--- src/rtl/decode_pkg.sv ---
// Shared constants and control bundle for the decode pipeline stage.
package decode_pkg;

  localparam int unsigned DataWDefault    = 32;
  localparam int unsigned RegAddrWDefault = 5;
  localparam int unsigned ImmWDefault     = 16;

  // Decoded control bits carried alongside an instruction.
  typedef struct packed {
    logic branch;
    logic alu_src;
    logic reg_write;
    logic reg_dest;
    logic ext_zero;
  } ctrl_t;

endpackage

--- src/rtl/reg_file_bypass.sv ---
// Register file with a hardwired zero register and two combinational read ports.
module reg_file_bypass #(
  parameter int unsigned DATA_W     = 32,
  parameter int unsigned REG_ADDR_W = 5
) (
  input  logic                  clk_i,
  input  logic                  rst_i,
  input  logic                  we_i,
  input  logic [REG_ADDR_W-1:0] waddr_i,
  input  logic [DATA_W-1:0]     wdata_i,
  input  logic [REG_ADDR_W-1:0] raddr_a_i,
  output logic [DATA_W-1:0]     rdata_a_o,
  input  logic [REG_ADDR_W-1:0] raddr_b_i,
  output logic [DATA_W-1:0]     rdata_b_o
);

  localparam int unsigned NumRegs = 2 ** REG_ADDR_W;

  logic [DATA_W-1:0] mem_q [NumRegs];

  // Storage: cleared on reset, writes to register 0 are dropped.
  always_ff @(posedge clk_i or posedge rst_i) begin
    if (rst_i) begin
      for (int i = 0; i < NumRegs; i++) begin
        mem_q[i] <= '0;
      end
    end else if (we_i && (waddr_i != '0)) begin
      mem_q[waddr_i] <= wdata_i;
    end
  end

  // Read ports: register 0 always reads as zero.
  always_comb begin
    rdata_a_o = (raddr_a_i == '0) ? '0 : mem_q[raddr_a_i];
    rdata_b_o = (raddr_b_i == '0) ? '0 : mem_q[raddr_b_i];
  end

endmodule

--- src/rtl/decode_pipe_stage.sv ---
// Decode stage: operand read with forwarding, immediate handling, load-use
// hazard detection and the decode/execute pipeline register.
module decode_pipe_stage
  import decode_pkg::*;
#(
  parameter int unsigned DATA_W     = DataWDefault,
  parameter int unsigned REG_ADDR_W = RegAddrWDefault,
  parameter int unsigned IMM_W      = ImmWDefault
) (
  input  logic                  clk,
  input  logic                  reset,
  input  logic                  in_valid,
  input  logic [REG_ADDR_W-1:0] rs,
  input  logic [REG_ADDR_W-1:0] rt,
  input  logic [REG_ADDR_W-1:0] rd,
  input  logic [IMM_W-1:0]      imm,
  input  logic                  branch,
  input  logic                  alu_src,
  input  logic                  reg_write,
  input  logic                  reg_dest,
  input  logic                  ext_zero,
  input  logic                  wb_en,
  input  logic [REG_ADDR_W-1:0] wb_addr,
  input  logic [DATA_W-1:0]     wb_data,
  input  logic                  ex_reg_write,
  input  logic                  ex_is_load,
  input  logic [REG_ADDR_W-1:0] ex_dest,
  input  logic [DATA_W-1:0]     ex_data,
  input  logic                  stall_in,
  input  logic                  flush,
  output logic [DATA_W-1:0]     to_alu1,
  output logic [DATA_W-1:0]     to_alu2,
  output logic [DATA_W-1:0]     stored_rt,
  output logic [REG_ADDR_W-1:0] out_dest,
  output logic                  out_reg_write,
  output logic                  out_is_load,
  output logic                  out_valid,
  output logic                  hazard_stall
);

  ctrl_t ctrl;
  assign ctrl = {branch, alu_src, reg_write, reg_dest, ext_zero};

  logic [DATA_W-1:0]     raw_rs, raw_rt;
  logic [REG_ADDR_W-1:0] src_addr [2];
  logic [DATA_W-1:0]     src_raw  [2];
  logic [DATA_W-1:0]     src_val  [2];
  logic [DATA_W-1:0]     ext_imm, const_val, op_b;
  logic [REG_ADDR_W-1:0] dest_sel;

  logic [DATA_W-1:0]     alu1_q, alu1_d, alu2_q, alu2_d, rt_q, rt_d;
  logic [REG_ADDR_W-1:0] dest_q, dest_d;
  logic                  reg_write_q, reg_write_d;
  logic                  is_load_q, is_load_d;
  logic                  valid_q, valid_d;

  reg_file_bypass #(
    .DATA_W     (DATA_W),
    .REG_ADDR_W (REG_ADDR_W)
  ) u_reg_file (
    .clk_i     (clk),
    .rst_i     (reset),
    .we_i      (wb_en),
    .waddr_i   (wb_addr),
    .wdata_i   (wb_data),
    .raddr_a_i (rs),
    .rdata_a_o (raw_rs),
    .raddr_b_i (rt),
    .rdata_b_o (raw_rt)
  );

  // Operand resolution: execute result beats writeback beats stored value.
  // A load in execute has no data yet, so it is never forwarded.
  always_comb begin
    src_addr[0] = rs;
    src_addr[1] = rt;
    src_raw[0]  = raw_rs;
    src_raw[1]  = raw_rt;
    for (int i = 0; i < 2; i++) begin
      src_val[i] = src_raw[i];
      if ((src_addr[i] != '0) && ex_reg_write && !ex_is_load && (ex_dest == src_addr[i])) begin
        src_val[i] = ex_data;
      end else if ((src_addr[i] != '0) && wb_en && (wb_addr == src_addr[i])) begin
        src_val[i] = wb_data;
      end
    end
  end

  // Immediate extension, operand B and destination selection.
  always_comb begin
    ext_imm   = ctrl.ext_zero ? {{(DATA_W - IMM_W){1'b0}}, imm}
                              : {{(DATA_W - IMM_W){imm[IMM_W-1]}}, imm};
    const_val = ctrl.branch ? '0 : ext_imm;
    op_b      = ctrl.alu_src ? const_val : src_val[1];
    dest_sel  = ctrl.reg_dest ? rd : rt;
  end

  // Load-use hazard: the needed value is still in flight from memory.
  always_comb begin
    hazard_stall = in_valid && ex_is_load && ex_reg_write && (ex_dest != '0) &&
                   ((ex_dest == rs) || (!ctrl.alu_src && (ex_dest == rt)));
  end

  // Pipeline register next state: flush, then hold, then hazard bubble, then load.
  always_comb begin
    alu1_d      = alu1_q;
    alu2_d      = alu2_q;
    rt_d        = rt_q;
    dest_d      = dest_q;
    reg_write_d = reg_write_q;
    is_load_d   = is_load_q;
    valid_d     = valid_q;
    if (flush || (!stall_in && hazard_stall)) begin
      alu1_d      = '0;
      alu2_d      = '0;
      rt_d        = '0;
      dest_d      = '0;
      reg_write_d = 1'b0;
      is_load_d   = 1'b0;
      valid_d     = 1'b0;
    end else if (!stall_in) begin
      alu1_d      = src_val[0];
      alu2_d      = op_b;
      rt_d        = src_val[1];
      dest_d      = dest_sel;
      reg_write_d = ctrl.reg_write && in_valid;
      // No memory-read control enters this stage, so nothing is marked as a load here.
      is_load_d   = 1'b0;
      valid_d     = in_valid;
    end
  end

  // Pipeline register state.
  always_ff @(posedge clk or posedge reset) begin
    if (reset) begin
      alu1_q      <= '0;
      alu2_q      <= '0;
      rt_q        <= '0;
      dest_q      <= '0;
      reg_write_q <= 1'b0;
      is_load_q   <= 1'b0;
      valid_q     <= 1'b0;
    end else begin
      alu1_q      <= alu1_d;
      alu2_q      <= alu2_d;
      rt_q        <= rt_d;
      dest_q      <= dest_d;
      reg_write_q <= reg_write_d;
      is_load_q   <= is_load_d;
      valid_q     <= valid_d;
    end
  end

  assign to_alu1       = alu1_q;
  assign to_alu2       = alu2_q;
  assign stored_rt     = rt_q;
  assign out_dest      = dest_q;
  assign out_reg_write = reg_write_q;
  assign out_is_load   = is_load_q;
  assign out_valid     = valid_q;

endmodule

--- config.mk ---
export PLATFORM = sky130hd
export DESIGN_NAME = decode_pipe_stage
export DESIGN_NICKNAME = d
export VERILOG_FILES = /design/src/rtl/decode_pkg.sv /design/src/rtl/reg_file_bypass.sv /design/src/rtl/decode_pipe_stage.sv
export SDC_FILE = /design/constraint.sdc
export NUM_CORES = 2
export LEC_CHECK = 0
export ABC_CLOCK_PERIOD_IN_PS = 32200
export BUFFER_PORTS_ARGS = -buffer_cell sky130_fd_sc_hd__buf_4
export CAP_MARGIN = 20
export CORE_UTILIZATION = 58
export CTS_BUF_LIST = sky130_fd_sc_hd__clkbuf_4 sky130_fd_sc_hd__clkbuf_8
export DETAILED_ROUTE_END_ITERATION = 8
export GPL_ROUTABILITY_DRIVEN = 0
export PLACE_DENSITY = 0.87
export SLEW_MARGIN = 20
export SYNTH_ARGS = -nofsm -noshare
export SYNTH_HDL_FRONTEND = slang
export SYNTH_SLANG_ARGS = --single-unit
--- constraint.sdc ---
create_clock -name clk -period 32.2 [get_ports clk]
set_input_delay 3.22 -clock clk [delete_from_list [all_inputs] [get_ports clk]]
set_output_delay 3.22 -clock clk [all_outputs]
set_load 0.02 [all_outputs]
# Word level (Yosys, flattened, before mapping)
# Index checks and enable logic that the tools add are counted.
[totals]
wordCells = 114
reg_bits = 1128
mem_bits_rw = 0
n_memories = 0
in_bits = 118
output_inout_bits = 105
latchBits = 0
rom_bits = 0
[classes]
n_addsub = 0
n_mul = 0
n_eq_ne = 5
shifts = 0
order_cmp = 4
n_reduce_logical = 30
bitwise_logic = 3
muxes = 33
div_mod_pow = 0
[op_table]
columns = ["op", "n"]
rows = [
  ["1024-bit bitwise mux", 1],
  ["32-bit two-way mux", 20],
  ["32-bit binary-select mux with 5-bit select", 2],
  ["32-bit demux with 5-bit select", 1],
  ["5-bit equality test", 4],
  ["5-bit nonzero test", 4],
  ["1-bit logical AND", 19],
  ["6-bit >= comparator (second input constant)", 3],
  ["5-bit inverter with 6-bit output", 3],
  ["5-bit two-way mux", 3],
  ["5-bit zero test", 2],
  ["6-bit by 1-bit < comparator with 1-bit output (second input constant)", 1],
  ["1-bit two-way mux", 6],
  ["1-bit zero test", 3],
  ["1-bit logical OR", 2],
  ["2-bit by 1-bit inequality test with 1-bit output (second input constant)", 1],
]

# Logic depth before layout (Yosys ltp)
[depth]
word_depth = 10
ltp_mapped = 11
mapped_depth_nobuf = 6

# Modules after synthesis
# A second synthesis with hierarchy kept.
[unflattened]
hier_cells = 4415
area_unflattened_um2 = 60857.1
[by_module_without_submodules]
columns = ["module", "cells_each", "seq_area_each_um2", "area_per_inst_um2", "instances"]
rows = [
  ["reg_file_bypass", 3709, 25624.6, 54393.4, 1],
  ["decode_pipe_stage", 706, 2577.5, 6463.7, 1],
]

# Least setup slack after synthesis
# OpenSTA, ideal clock, no wires.
[synth_path]
path_type = "input port to output port"
start = "input rt[4]"
end = "output hazard_stall"
required_ns = 28.980
stages = 5
arrival_ns = 4.255
slack_ns = 24.725
n_path_buf = 1
cell_sequence = "buf_2 > xnor2_1 > nand4_1 > o32a_1 > nor2_2"
[synth_via]
elab_chain_cells = 4
[synth_rtl]
columns = ["item", "line_no", "source"]
rows = [
  ["start, declared", "decode_pipe_stage.sv:14", "input logic [REG_ADDR_W-1:0] rt,"],
  ["5-bit equality test", "decode_pipe_stage.sv:101", "((ex_dest == rs) || (!ctrl.alu_src && (ex_dest == rt)));"],
  ["1-bit logical AND", "decode_pipe_stage.sv:101", ""],
  ["1-bit logical OR", "decode_pipe_stage.sv:101", ""],
  ["1-bit logical AND", "decode_pipe_stage.sv:100", "hazard_stall = in_valid && ex_is_load && ex_reg_write && (ex_dest != '0) &&"],
  ["end, declared", "decode_pipe_stage.sv:38", "output logic hazard_stall"],
]
# No other way between the ends.

# Final worst setup path
[layout_path]
start = "input rt[0]"
end = "output hazard_stall"
# The elaborated chain is that of the path after synthesis.

==> metrics.md <==
| Metric | Value |
|---|---|
| #FFs+latches synth | 1127 |
| Netlist Area Pre-Place | 59870 um2 |
| Area Overhead vs Synth | 9.745% |
| DIE AREA | 104500 um2 |
| Total gr overflow | 0 |
| Vias per cell | 7.473 |
| Gr usage total | 37.01% |
| Syn_nets | 4397 |
| Num rows | 117 |
| Sink Count | 1127 |
| CTS Buf Count | 175 |
| Startpoint types | input pin |
| # port buffers | 221 |
| Top cells by area, synth | dfrtp_1 47%, mux2_2 19%, mux4_2 14% |
| Period minus WS final | 8268 ps |
| Most common cell in the netlist | dfrtp_1 |
| Post_cts resized | 0 |
| Routed WL per cell | 33.29 um |
| Vias | 43330 |
| Setup WS pre-CTS | 23980 ps |
| Drt drc | 0 |
| CP required | 28980 ps |
| Crit path from | rt[0] |
| H-tree lvl count | 4 |
| Synth unique cells | 65 |
| # IOs | 223 |
| Tcrit/Tclk final | 25.68% |
| Max Cap Violations | 0 |
| Share of cells above drive strength 1 | 47.13% |
| Avg Cell Area, Syn | 13.99 um2 |
| DRT Wirelength | 193.0 mm |
| Clock buffer depth | 3 |
| Worst-case clock skew | 35.96 ps |
| Worst hold slack | 399.6 ps |
| Synth area leader | dfrtp_1 |
| Async S/R FF share, synth | 100.0% |
| Vias in the first global route | 44010 |
| Leakage | 28.81 nW |
| Worst hold start | u_reg_file.mem_q[1003]$_DFFE_PP0P_ |
| VDD IR-drop max | 0.03451 mV |
| Share of the synthesized area in the top cell type | 47.10% |
| Die width | 323.3 um |
| Final Non-Filler Cells | 5798 |
| Largest net degree at the start of global routing | 104 |
| Total setup buffers inserted after CTS | 0 |
| Most frequent cells after synthesis | 1127 x dfrtp_1, 1017 x mux2_2, 375 x mux4_2, 311 x mux2i_1, 264 x clkbuf_1 |
| Rel. slew slack | 20.11% |
| Register area share after synthesis | 47.10% |
| Worst-skew pair later-pin latency | 880 ps |
| Post-Syn Instances | 4279 |
| Worst-path fanout max | 66 |
| Post-DP HPWL | 114.4 mm |
| Drt pass-1 iters | 7 |
| Dpl cells | 5483 |
| Max Slew Vio Count | 0 |
| RSZ-0062 raised after global routing | false |
| Min-delay worst type | reg2reg |
| Final nets | 4412 |
| Critical Path AT | 5050 ps |
| Root Driver | clkbuf_8 |
| Final setup violation count | 0 |
| First-pass GRT wire length | 284.4 mm |
| Status | complete, no violations |
| Final core utilization | 64.40% |
| Reg clk slew, reported paths | 60 ps |
| Ys Warns | 0 |
| Initial Util | 58.68% |
| Worst-Margin Slew | 1194 ps |
| P per Cell Area | 60.64 nW/um2 |
| Max Clk Rate | 0.1209 GHz |
| Worst r2r src | u_reg_file.mem_q[452]$_DFFE_PP0P_ |
| Core ar. | 102000 um2 |
| Top FF cell, synth | dfrtp_1 |
| Final Hold Fails | 0 |
| Routed Antenna Nets | 0 |
| Setup WS post-layout | 23930 ps |
| Drt first-iter violations | 6262 |
| CP Capture Type | primary output |
| TritonCTS clock tree | done |
| Final setup TNS | 0 ps |
| Antenna violations before repair | 14 |
| Post-synth EDFFs | 0 |
| CTS Hold Bufs | 0 |
| Die height | 323.3 um |
| Filler cells | 6907 |
| Critical path class | in2out |
## final timing paths
kind                       cells after the start  slack, ps                                 end
setup / recovery                               6      23930                        hazard_stall
hold / removal                                 0        400  u_reg_file.mem_q[1003]$_DFFE_PP0P_
setup reg to reg                               6      29600              to_alu1[4]$_DFFE_PP0P_
hold reg to reg                                0        400  u_reg_file.mem_q[1003]$_DFFE_PP0P_
max in group asynchronous                      7      26140    u_reg_file.mem_q[99]$_DFFE_PP0P_
min in group asynchronous                      2       2470   u_reg_file.mem_q[617]$_DFFE_PP0P_
## layout by cell type, fill, tap and decap left out, drive strengths merged, types with 51 or more instances in the layout
cell and instances:
a22o 51, a211oi 88, mux2 1017, buf 317
mux2i 311, a22oi 77, a21oi 57, mux4 375
nor2 61, dfrtp 1127, o22ai 76, clkbuf 280
nand2 96, o21ai 139
## state kept, by name (all words and copies together) (netlist names)
signal	cells
out_dest	5
out_reg_write	1
out_valid	1
stored_rt	32
to_alu1	32
to_alu2	32
u_reg_file.mem_q	1024
## layer usage
metal | global-route usage (%) | part of all wire [%] | up-vias
met5 | 0 | 0.080 | -
met4 | 25.78 | 7.5 | 20
met3 | 14.74 | 15 | 1027
met2 | 54.08 | 44 | 3666
met1 | 44.97 | 33 | 22110
li1 | - | - | 16510
## power by group
| group | switching, mW | internal, mW | leakage, nW |
|---|---|---|---|
| combinational | 0.356 | 0.451 | 12.3 |
| clock | 0.580 | 0.720 | 2.02 |
| sequential | 0.207 | 1.67 | 14.5 |
## critical path, stage by stage
cell,delay (ps)
buf_8,550
xnor2_1,200
nand4_1,270
o32a_1,440
nor2_2,180
buf_4,170
## area by class of cell
| cell class | instances | area (um2) | area share (%) |
|---|---|---|---|
| diodes | 4 | 10.01 | 0.01523 |
| multi-input cells | 2660 | 29460 | 44.83 |
| repair buffers | 317 | 2502 | 3.808 |
| clock inverters | 29 | 256.5 | 0.3904 |
| well taps | 1368 | 1712 | 2.605 |
| inverters | 13 | 52.55 | 0.07998 |
| flip-flops and latches | 1127 | 28200 | 42.92 |
| clock buffers | 280 | 3516 | 5.351 |
## stage by stage
| step | area, um2 | power [mW] |
|---|---|---|
| after floorplan | 59880 | 2.440 |
| after global placement | 61840 | 2.613 |
| after detailed placement | 61850 | 2.667 |
| after CTS | 65620 | 3.951 |
| after global routing | 65700 | 4.107 |
| final | 65710 | 3.984 |
## cell families (layout without fill, tap and decap cells)
family	count (synthesis)	count (layout)	share of synthesized area [%]
mux	1703	1703	38.43
buf+inv	492	639	4.117
xor+xnor	20	20	0.2926
flops	1127	1127	47.10
compound gates	649	649	7.680
other cells	1	5	0.006263
simple gates	287	287	2.368
No activity file was read; power rests on OpenSTA's default activity.
